`src/rtl/buf_retire_queue.sv`:
```
// In-order hold-and-release queue for granted buffer addresses. Each entry ages
// to HOLD_MIN before it may retire; a retire produces a registered free pulse.
module buf_retire_queue #(
    parameter int DEPTH    = 16,
    parameter int AW       = 4,
    parameter int HOLD_MIN = 3
) (
    input  logic          clock,
    input  logic          reset_n,
    input  logic          grant_valid,
    input  logic [AW-1:0] grant_addr,
    input  logic          retire_req,
    output logic          retire_ack,
    output logic          free_raw,
    output logic [AW-1:0] free_addr_raw,
    output logic [AW:0]   count,
    output logic          empty,
    output logic          full,
    output logic          overflow_err,
    output logic          dup_err
);

    localparam logic [7:0]  HOLD    = 8'(HOLD_MIN);
    localparam logic [AW:0] DEPTH_C = (AW+1)'(DEPTH);

    logic [AW-1:0]    addr_mem [DEPTH];
    logic [7:0]       age_reg  [DEPTH];
    logic [DEPTH-1:0] valid_reg;
    logic [AW-1:0]    wr_ptr_reg;
    logic [AW-1:0]    rd_ptr_reg;
    logic [AW:0]      count_reg;
    logic [AW:0]      count_next;
    logic             free_reg;
    logic [AW-1:0]    free_addr_reg;
    logic             overflow_reg;
    logic             dup_reg;
    logic             push;
    logic             pop;
    logic [DEPTH-1:0] match;

    assign empty = (count_reg == '0);
    assign full  = (count_reg == DEPTH_C);
    assign pop   = retire_req & ~empty & (age_reg[rd_ptr_reg] == HOLD);
    assign push  = grant_valid & (~full | pop);

    assign retire_ack    = pop;
    assign free_raw      = free_reg;
    assign free_addr_raw = free_addr_reg;
    assign count         = count_reg;
    assign overflow_err  = overflow_reg;
    assign dup_err       = dup_reg;

    // The entry leaving this cycle no longer counts as held for the dup check.
    generate
        for (genvar gi = 0; gi < DEPTH; gi++) begin : g_match
            assign match[gi] = valid_reg[gi] & (addr_mem[gi] == grant_addr)
                             & ~(pop & (rd_ptr_reg == AW'(gi)));
        end
    endgenerate

    always_comb begin
        count_next = count_reg;
        case ({push, pop})
            2'b10:   count_next = count_reg + 1'b1;
            2'b01:   count_next = count_reg - 1'b1;
            default: count_next = count_reg;
        endcase
    end

    always_ff @(posedge clock) begin
        if (push) begin
            addr_mem[wr_ptr_reg] <= grant_addr;
        end
    end

    always_ff @(posedge clock or negedge reset_n) begin
        if (!reset_n) begin
            for (int i = 0; i < DEPTH; i++) begin
                age_reg[i] <= '0;
            end
            valid_reg     <= '0;
            wr_ptr_reg    <= '0;
            rd_ptr_reg    <= '0;
            count_reg     <= '0;
            free_reg      <= 1'b0;
            free_addr_reg <= '0;
            overflow_reg  <= 1'b0;
            dup_reg       <= 1'b0;
        end else begin
            // A write into the slot being popped (full, push+pop) wins.
            for (int i = 0; i < DEPTH; i++) begin
                if (push && wr_ptr_reg == AW'(i)) begin
                    age_reg[i]   <= '0;
                    valid_reg[i] <= 1'b1;
                end else begin
                    if (pop && rd_ptr_reg == AW'(i)) begin
                        valid_reg[i] <= 1'b0;
                    end
                    if (valid_reg[i] && age_reg[i] < HOLD) begin
                        age_reg[i] <= age_reg[i] + 8'd1;
                    end
                end
            end
            if (push) begin
                wr_ptr_reg <= wr_ptr_reg + 1'b1;
            end
            if (pop) begin
                rd_ptr_reg    <= rd_ptr_reg + 1'b1;
                free_addr_reg <= addr_mem[rd_ptr_reg];
            end
            free_reg  <= pop;
            count_reg <= count_next;
            if (grant_valid && full && !pop) begin
                overflow_reg <= 1'b1;
            end
            if (grant_valid && (|match)) begin
                dup_reg <= 1'b1;
            end
        end
    end

endmodule
```
`config.mk`:
```
export PLATFORM = sky130hd
export DESIGN_NAME = buf_retire_queue
export DESIGN_NICKNAME = d
export VERILOG_FILES = /design/src/rtl/buf_retire_queue.sv
export SDC_FILE = /design/constraint.sdc
export NUM_CORES = 1
export LEC_CHECK = 0
export ABC_AREA = 1
export ABC_CLOCK_PERIOD_IN_PS = 3600
export BUFFER_PORTS_ARGS = -buffer_cell sky130_fd_sc_hd__buf_2
export CORE_ASPECT_RATIO = 1.75
export CORE_MARGIN = 8
export CORE_UTILIZATION = 35
export CTS_CLUSTER_DIAMETER = 100
export DETAILED_ROUTE_END_ITERATION = 6
export PLACE_DENSITY = 0.47
export SLEW_MARGIN = 25
export SYNTH_ARGS = -nofsm -noshare
export SYNTH_HDL_FRONTEND = slang
export SYNTH_SLANG_ARGS = --single-unit
```
`constraint.sdc`:
```
create_clock -name clock -period 3.6 [get_ports clock]
set_input_delay 0.18 -clock clock [delete_from_list [all_inputs] [get_ports clock]]
set_output_delay 0.18 -clock clock [all_outputs]
set_load 0.005 [all_outputs]
```
==> results of run 1 <==
## timing repair
| action | in CTS | in global routing |
|---|---|---|
| hold buffers | 2 | 0 |
| endpoints found under the hold margin | 82 | 0 |
| setup buffers | 0 | 0 |
## where the power goes
part	leakage [nW]	total (mW)	switching, mW	internal (mW)
logic	3.87	4.30	2.80	1.50
clock network	0.367	2.40	1.05	1.35
registers	2.68	3.49	0.349	3.14
## Yosys cell counts
cell         n  area [sq um]
a2111oi_0    1         8.760
a211oi_1     3         22.52
a21oi_1     10         50.05
a21oi_4      1         16.27
a22o_1       5         43.79
a31o_2       1         8.760
a31oi_1      4         25.02
buf_1        8         30.03
buf_2       11         55.05
buf_4        1         7.510
clkbuf_1    26         97.59
dfrtp_1    164          4104
edfxtp_1    64          1922
fa_1         1         20.02
ha_1        27         337.8
inv_1      239         897.1
inv_2       18         67.56
nand2_1    380          1426
nand2_2      1         6.260
nand2_4      1         11.26
nand3_1     76         380.4
nand4_1     11         68.82
nor2_1     127         476.7
nor2_2       8         50.05
nor2_4       2         22.52
nor3_1      20         100.1
nor3b_1      3         22.52
nor4_1      22         137.6
o2111a_1     1         11.26
o2111ai_1    1         8.760
o211ai_1    20         150.1
o21ai_0     67         335.3
o21ai_1      2         10.01
o221ai_1     1         8.760
o22ai_1     17         106.4
or2_2       10         62.56
xnor2_1     38         332.8
xor2_1      34         297.8
## cell type report
cell class,count,area share [%]
repair buffers,57,3.276
flip-flops and latches,228,45.50
inverters,257,7.280
clock buffers,35,5.306
well taps,409,3.862
clock inverters,9,0.3682
multi-input cells,895,34.41
## metal layers
layer  GRT usage [%]  vias to the layer above  share of wire [%]
li1                -                     4542                  -
met1           19.71                     4360                 41
met2           31.54                      147                 52
met3           1.768                       61                2.6
met4           8.529                        0                4.6
met5               0                        -                  0
## worst min-delay path by stage
stage / from / slack [ns] / cells after the start / to
global placement: reset_n / 0.29 / 1 / age_reg[37]$_DFFE_PN0P_
detailed placement: reset_n / 0.29 / 1 / age_reg[37]$_DFFE_PN0P_
CTS: grant_addr[0] / 0.002 / 1 / addr_mem[5][0]$_DFFE_PP_
global route: grant_addr[0] / 0.005 / 1 / addr_mem[6][0]$_DFFE_PP_
finish: grant_addr[0] / 0.03 / 1 / addr_mem[5][0]$_DFFE_PP_
floorplan: reset_n / -0.12 / 0 / age_reg[0]$_DFFE_PN0P_
## metrics by stage
step | total power, mW | setup WS, ns | instances
6_report | 10.19 | 0.3614 | 1890
5_1_grt | 11.00 | 0.08436 | 1890
4_1_cts | 10.34 | 0.3090 | 1890
3_5_place_dp | 7.881 | 0.3668 | 1844
3_3_place_gp | 7.836 | 0.3973 | 1844
2_1_floorplan | 6.399 | 0.7311 | 1426
## cells by family after synthesis
family                     count (synthesis)  share of synthesized area [%]
DFF                                      228                          51.33
and+or+nand+nor                          661                          23.55
AOI/OAI and AO/OA                        134                          6.863
adders and majority gates                 28                          3.048
xor gates and xnor gates                  72                          5.371
buffers and inverters                    303                          9.837
==> results.ini, run 1 <==
[worst_setup_path]
cpMaxStageDelayCell=dfrtp_4
path_depth=21
path_max_fanout=23
worst_setup_path_start_kind=register
crit_arrival_ns=3.66
path_cells=buf_4 -> nor2_1 -> nor2_1 -> o21ai_0 -> nand2_1 -> nand2_1 -> nand2_1 -> nor2_1 -> nand2_1 -> nor2_4 -> nand2_4 -> nor2_1 -> inv_1 -> fa_1 -> nor2_1 -> a211oi_1 -> nand2_1 -> nand2_1 -> nand2_1 -> xor2_1 -> inv_1
cp_top_family=simple AND/OR/NAND/NOR gates
required_ns=4.03
cp_common_cell=nand2_1
max_stage_delay_ns=0.51
regToRegStartpoint=rd_ptr_reg[0]$_DFFE_PN0P_
reg2reg_depth=21
critPathCapture=count[4]$_DFFE_PN0P_
worstPathBufferInverterCount=3
startpoint=rd_ptr_reg[0]$_DFFE_PN0P_
end_kind=register
worstSetupPathType=register to register
r2r_setup_slack_ns=0.36
r2r-end=count[4]$_DFFE_PN0P_

[floorplan]
core-area_sq_um=33410
die_y_microns=258.3
std_cell_rows=89
ios=23
initial_utilization_pct=35.14
dieArea_sq_um=39890
die_w_microns=154.4

[status]
status=completed

[grt]
grt_util_all_layers_pct=17.28
grt_pass1_wl_microns=53520
grt.overflow.total=0
grt_max_degree=83
antenna_found_initial=0
grt_pass1_vias=9412

[clocking]
clockBufferDepth=3
cts.htree.levels=1
path_clk_slew_ns=0.07
cts_tree=done
cts-root-buf=clkbuf_16
clock_latency_ns=0.53
numCtsBuffers=24
cts_resized=0
clock-sinks=228

[timing]
fmax_mhz=308.8
hold_viol_final=0
finalSetupViolCount=0
setup_tns_ns=0
min_period_ns=3.239
worst_pin_slew_ns=0.8376
clock_skew_ns=0.01617
slew_headroom_pct=44.16
rsz0062_at_grt=no
slew_violations=0
timing.hold.ws_ns=0.03327
fin_crit_sh_pct=89.96

[power]
p_leak_nw=6.919
irDropWorstVdd_mv=0.3994
p_per_area_nw_per_um2=768.8

[placed_design]
gp_congestion=0.8384
placed_cell_area_sq_um=12480
dpl.hpwl_microns=25220
port_buffers=22

[logic_synthesis]
syn_nets=1462
syn_avg_cell_area_sq_um=8.233
syn_area_sq_um=11740
seq_area_frac_synth_pct=51.33
ys_seq_elements=228
ys_types=38
synth_cells=1426
ys_warn_count=0

[layout]
seq_area_sq_um=6030
diodes=0
fin_area_sq_um=13250
final_layout_size_suffix_gt1_share_pct=9.048
largest_reg_flops=128
fin_util_pct=39.67
final_cell_mix=380 x nand2_1, 239 x inv_1, 163 x dfrtp_1, 127 x nor2_1, 76 x nand3_1
multi_input_area_sq_um=4559
layout_commonest_cell=nand2_1
nNetsFinal=1499
syn2layout_area_growth_pct=12.87
fill_cells=3448

[drt]
drtPass1Iterations=5
postRouteAntennaNets=0
drtIter0Drc=533
drt-wirelength-per-cell_microns=17.87
vias_per_cell=4.820
vias=9110
finalWirelength_microns=33770
drc=0

[run]
drv_cap=0

[worst_hold_path]
hp-class=input port to register

No activity file was read; power rests on OpenSTA's default activity.
==> run 2: changes to the inputs <==
Settings changed: PLACE_DENSITY 0.47 to 0.57.
==> run 2 against run 1 <==
Compared with the run above:
- combinational power about the same
- core utilization up 0.090 points
- maximum frequency down 0.92%
- via count about the same
- register-to-register slack worse by 0.03 ns
- first-iteration DRC count down 17%
==> results.ini, run 2 (same netlist as run 1, synthesis figures left out) <==
[status]
status=completed

[drt]
postRouteAntennaNets=0
drt-wirelength-per-cell_microns=16.88
drc=0
finalWirelength_microns=31860
drtIter0Drc=441
vias=9119
drtPass1Iterations=4
vias_per_cell=4.833

[timing]
clock_skew_ns=0.02218
slew_violations=0
worst_pin_slew_ns=0.7803
hold_viol_final=0
fin_crit_sh_pct=90.80
slew_headroom_pct=47.98
rsz0062_at_grt=no
setup_tns_ns=0
fmax_mhz=305.9
finalSetupViolCount=0
setup_ws_ns=0.3313
min_period_ns=3.269

[floorplan]
die_y_microns=258.3
std_cell_rows=89
ios=23
die_w_microns=154.4
dieArea_sq_um=39890
initial_utilization_pct=35.14
core-area_sq_um=33410

[clocking]
cts_tree=done
postCtsSetupRepairBufs=0
cts.htree.levels=1
path_clk_slew_ns=0.07
clock_latency_ns=0.54
numCtsBuffers=22
clockBufferDepth=3
cts-root-buf=clkbuf_16
clock-sinks=228

[worst_hold_path]
hp-class=input port to async pin

[grt]
grt.overflow.total=0
antenna_found_initial=0
grt_pass1_vias=9622
grt_pass1_wl_microns=51490
grt_max_degree=133
grt_util_all_layers_pct=16.37

[worst_setup_path]
path_max_fanout=30
required_ns=4.03
crit_arrival_ns=3.70
worst_setup_path_start_kind=register
end_kind=register
worstSetupPathType=register to register

[layout]
diodes=0
final_cell_mix=380 x nand2_1, 239 x inv_1, 163 x dfrtp_1, 127 x nor2_1, 76 x nand3_1
largest_reg_flops=128
final_layout_size_suffix_gt1_share_pct=8.931
nNetsFinal=1498
layout_commonest_cell=nand2_1
syn2layout_area_growth_pct=13.13

[power]
irDropWorstVdd_mv=0.5006
p_leak_nw=6.932
p_per_area_nw_per_um2=771.0

[placed_design]
gp_congestion=0.8726
port_buffers=22
place_ws_ns=0.2350
dpl.hpwl_microns=23830

[run]
drv_cap=0

-- run 2: worst max-delay path: stages (launching register included) --
cell and delay, ns:
dfrtp_4 0.51, inv_2 0.09, buf_4 0.30, nand2_1 0.10, nand3_1 0.08, o21ai_0 0.13
nand2_1 0.10, nand2_1 0.05, nor2_1 0.11, nand2_1 0.10, nor2_4 0.15, nand2_4 0.08
nor2_1 0.25, inv_1 0.13, fa_1 0.42, nor2_1 0.12, a211oi_1 0.06, nand2_1 0.06
nand2_1 0.05, nand2_1 0.07, xor2_1 0.14, inv_1 0.05
-- run 2: stage by stage --
stage	std cells	hold slack [ns]	power, mW	utilization (%)	instance area, sq um
global route	1887	0.1684	11.02	39.76	13280
detailed placement	1844	0.1043	7.843	37.39	12490
floorplan	1426	-0.1156	6.399	-	11740
CTS	1887	0.1253	10.34	39.76	13280
global placement	1844	0.1018	7.779	37.39	12490
finish	1887	0.1203	10.24	39.76	13280
-- run 2: path summary, 6_finish.rpt --
check | from | to | slack, ns | cells after the start
max | rd_ptr_reg[0]$_DFFE_PN0P_ | count[4]$_DFFE_PN0P_ | 0.33 | 21
min | reset_n | age_reg[80]$_DFFE_PN0P_ | 0.12 | 2
max reg2reg | rd_ptr_reg[0]$_DFFE_PN0P_ | count[4]$_DFFE_PN0P_ | 0.33 | 21
min reg2reg | age_reg[85]$_DFFE_PN0P_ | age_reg[85]$_DFFE_PN0P_ | 0.47 | 2
max in group asynchronous | reset_n | age_reg[51]$_DFFE_PN0P_ | 2.39 | 3
min in group clock | grant_addr[3] | addr_mem[15][3]$_DFFE_PP_ | 0.22 | 2
-- run 2: what timing repair did --
| action | in CTS | in global routing |
|---|---|---|
| endpoints found under the setup margin | 0 | 1 |
| gates resized for setup | 0 | 1 |
| hold endpoints to repair | 38 | 0 |
| hold buffers | 3 | 0 |
-- run 2: per-layer routing --
metal	wire length, microns	track usage (%)	vias to the layer above
li1	-	-	4532
met1	12240	17.21	4346
met2	17140	31.25	170
met3	940	1.852	71
met4	1539	8.584	0
met5	0	0	-
-- run 2: layout make-up --
type,count,area [sq um]
fill,3392,20130
sequential,228,6030
multi-input combinational,895,4559
inverter,257,964.7
clock buffer,27,610.6
tap,409,511.7
timing repair buffer,58,456.7
clock inverter,13,148.9
-- run 2: report_power, final --
part           switching (mW)  internal (mW)  leakage [nW]
sequential              0.355           3.14          2.68
clock                    1.04           1.42         0.372
combinational            2.76           1.52          3.88
total                    4.16           6.08          6.93
==> run 3: changes to the inputs <==
Settings changed: CORE_ASPECT_RATIO 1.75 to 1.5.
==> run 3 against run 2 <==
Compared with the run above:
- worst hold slack got worse by 0.065 ns
- via count rose by 0.66%
- combinational power shrank 1%
- final cell count up 0.26%
- design area down 0.41%
- clock power hardly changed
- power shrank 0.32%
- largest cell class unchanged
==> results.ini, run 3 (same netlist as run 1, synthesis figures left out) <==
[status]
status=completed

[layout]
seq_area_sq_um=6030
layout_commonest_cell=nand2_1
diodes=0
fill_cells=3449
fin_cells=1892
final_cell_mix=380 x nand2_1, 239 x inv_1, 163 x dfrtp_1, 126 x nor2_1, 76 x nand3_1
multi_input_area_sq_um=4562
largest_reg_flops=128
final_layout_size_suffix_gt1_share_pct=8.832
nNetsFinal=1492
syn2layout_area_growth_pct=12.66

[worst_hold_path]
hp-class=input port to register
hold_end=addr_mem[15][0]$_DFFE_PP_
min_path_cells=1
worstHoldStart=grant_addr[0]

[worst_setup_path]
regToRegStartpoint=rd_ptr_reg[0]$_DFFE_PN0P_
path_cells=buf_4 -> nor2_1 -> nor2_1 -> o21ai_0 -> nand2_1 -> nand2_1 -> nand2_1 -> nor2_1 -> nand2_1 -> nor2_4 -> nand2_4 -> buf_4 -> inv_1 -> buf_2
r2r-end=count[4]$_DFFE_PN0P_
path_max_fanout=48
required_ns=3.42
end_kind=primary output
r2r_setup_slack_ns=0.33
max_stage_delay_ns=0.50
worstSetupPathType=register to primary output
reg2reg_depth=21
cp_common_cell=nand2_1
worst_setup_path_start_kind=register
crit_arrival_ns=3.19
startpoint=rd_ptr_reg[0]$_DFFE_PN0P_
cpMaxStageDelayCell=dfrtp_4

[floorplan]
die_w_microns=165.5
die_y_microns=240.3
ios=23
core-area_sq_um=33240
initial_utilization_pct=35.32
dieArea_sq_um=39780
std_cell_rows=82

[timing]
hold_viol_final=0
worst_pin_slew_ns=0.9240
rsz0062_at_grt=no
setup_tns_ns=0
fin_crit_sh_pct=93.63
min_period_ns=3.371
finalSetupViolCount=0
slew_headroom_pct=38.40
fmax_mhz=296.7
clock_skew_ns=0.02603
slew_violations=0

[power]
irDropWorstVdd_mv=0.4773
p_leak_nw=6.886
p_per_area_nw_per_um2=771.7

[clocking]
path_clk_slew_ns=0.07
postCtsSetupRepairBufs=0
cts.htree.levels=1
cts_tree=done
cts-root-buf=clkbuf_16
clockBufferDepth=3
clock_latency_ns=0.54
numCtsBuffers=23
clock-sinks=228

[placed_design]
port_buffers=22
dpl.hpwl_microns=23330
dp_cells=1849
gp_congestion=0.9369

[drt]
postRouteAntennaNets=0
finalWirelength_microns=32010
drc=0
drtIter0Drc=604
vias_per_cell=4.851
drtPass1Iterations=5
vias=9179
drt-wirelength-per-cell_microns=16.92

[grt]
grt_pass1_vias=9291
grt_max_degree=74
grt_pass1_wl_microns=51190
grt.overflow.total=0
grt_util_all_layers_pct=16.46
antenna_found_initial=0

[run]
drv_cap=0

[run 3: area by class of cell]
class | instances | area share (%)
Clock buffer | 25 | 4.484
Clock inverter | 16 | 1.324
Inverter | 257 | 7.294
Multi-Input combinational cell | 895 | 34.49
Sequential cell | 228 | 45.59
Tap cell | 420 | 3.973
Timing Repair Buffer | 51 | 2.847
[run 3: stage by stage]
step,worst slack [ns],power [mW],utilization [%],cell area [sq um],hold WS (ns)
after floorplan,0.7311,6.399,-,11740,-0.1156
after global placement,0.2706,7.661,37.41,12440,0.2581
after detailed placement,0.2331,7.739,37.41,12440,0.2543
after CTS,0.2152,10.26,39.78,13220,0.04790
after global routing,0.005188,10.93,39.79,13230,0.05239
final,0.2294,10.21,39.79,13230,0.05540
[run 3: timing repair]
action,in CTS,in global routing
setup endpoints to repair,0,1
hold buffers,2,0
hold endpoints to repair,73,0
gates resized for setup,0,1
[run 3: critical path, delay by kind of cell, from the launching register on]
| family | cells | cell delay [ns] |
|---|---|---|
| flops | 1 | 0.50 |
| buf+inv | 4 | 1.03 |
| compound gates | 1 | 0.09 |
| simple gates | 9 | 0.99 |
[run 3: how the worst max path moves through the flow]
stage | to | depth (start not counted)
after CTS | count[4]$_DFFE_PN0P_ | 21
final | retire_ack | 14
after floorplan | count[4]$_DFFE_PN0P_ | 22
after global placement | count[4]$_DFFE_PN0P_ | 19
after detailed placement | count[4]$_DFFE_PN0P_ | 21
after global routing | retire_ack | 14
[run 3: where the power goes]
part | leakage, nW | internal, mW | switching (mW)
logic | 3.83 | 1.47 | 2.74
clock network | 0.372 | 1.42 | 1.07
registers | 2.68 | 3.14 | 0.363
[run 3: metal layers]
layer / wire (microns) / part of all wire, % / track usage (%)
met5: 0 / 0 / 0
met4: 1543 / 4.8 / 8.358
met3: 1039 / 3.2 / 1.662
met2: 16410 / 51 / 29.15
met1: 13020 / 41 / 19.26
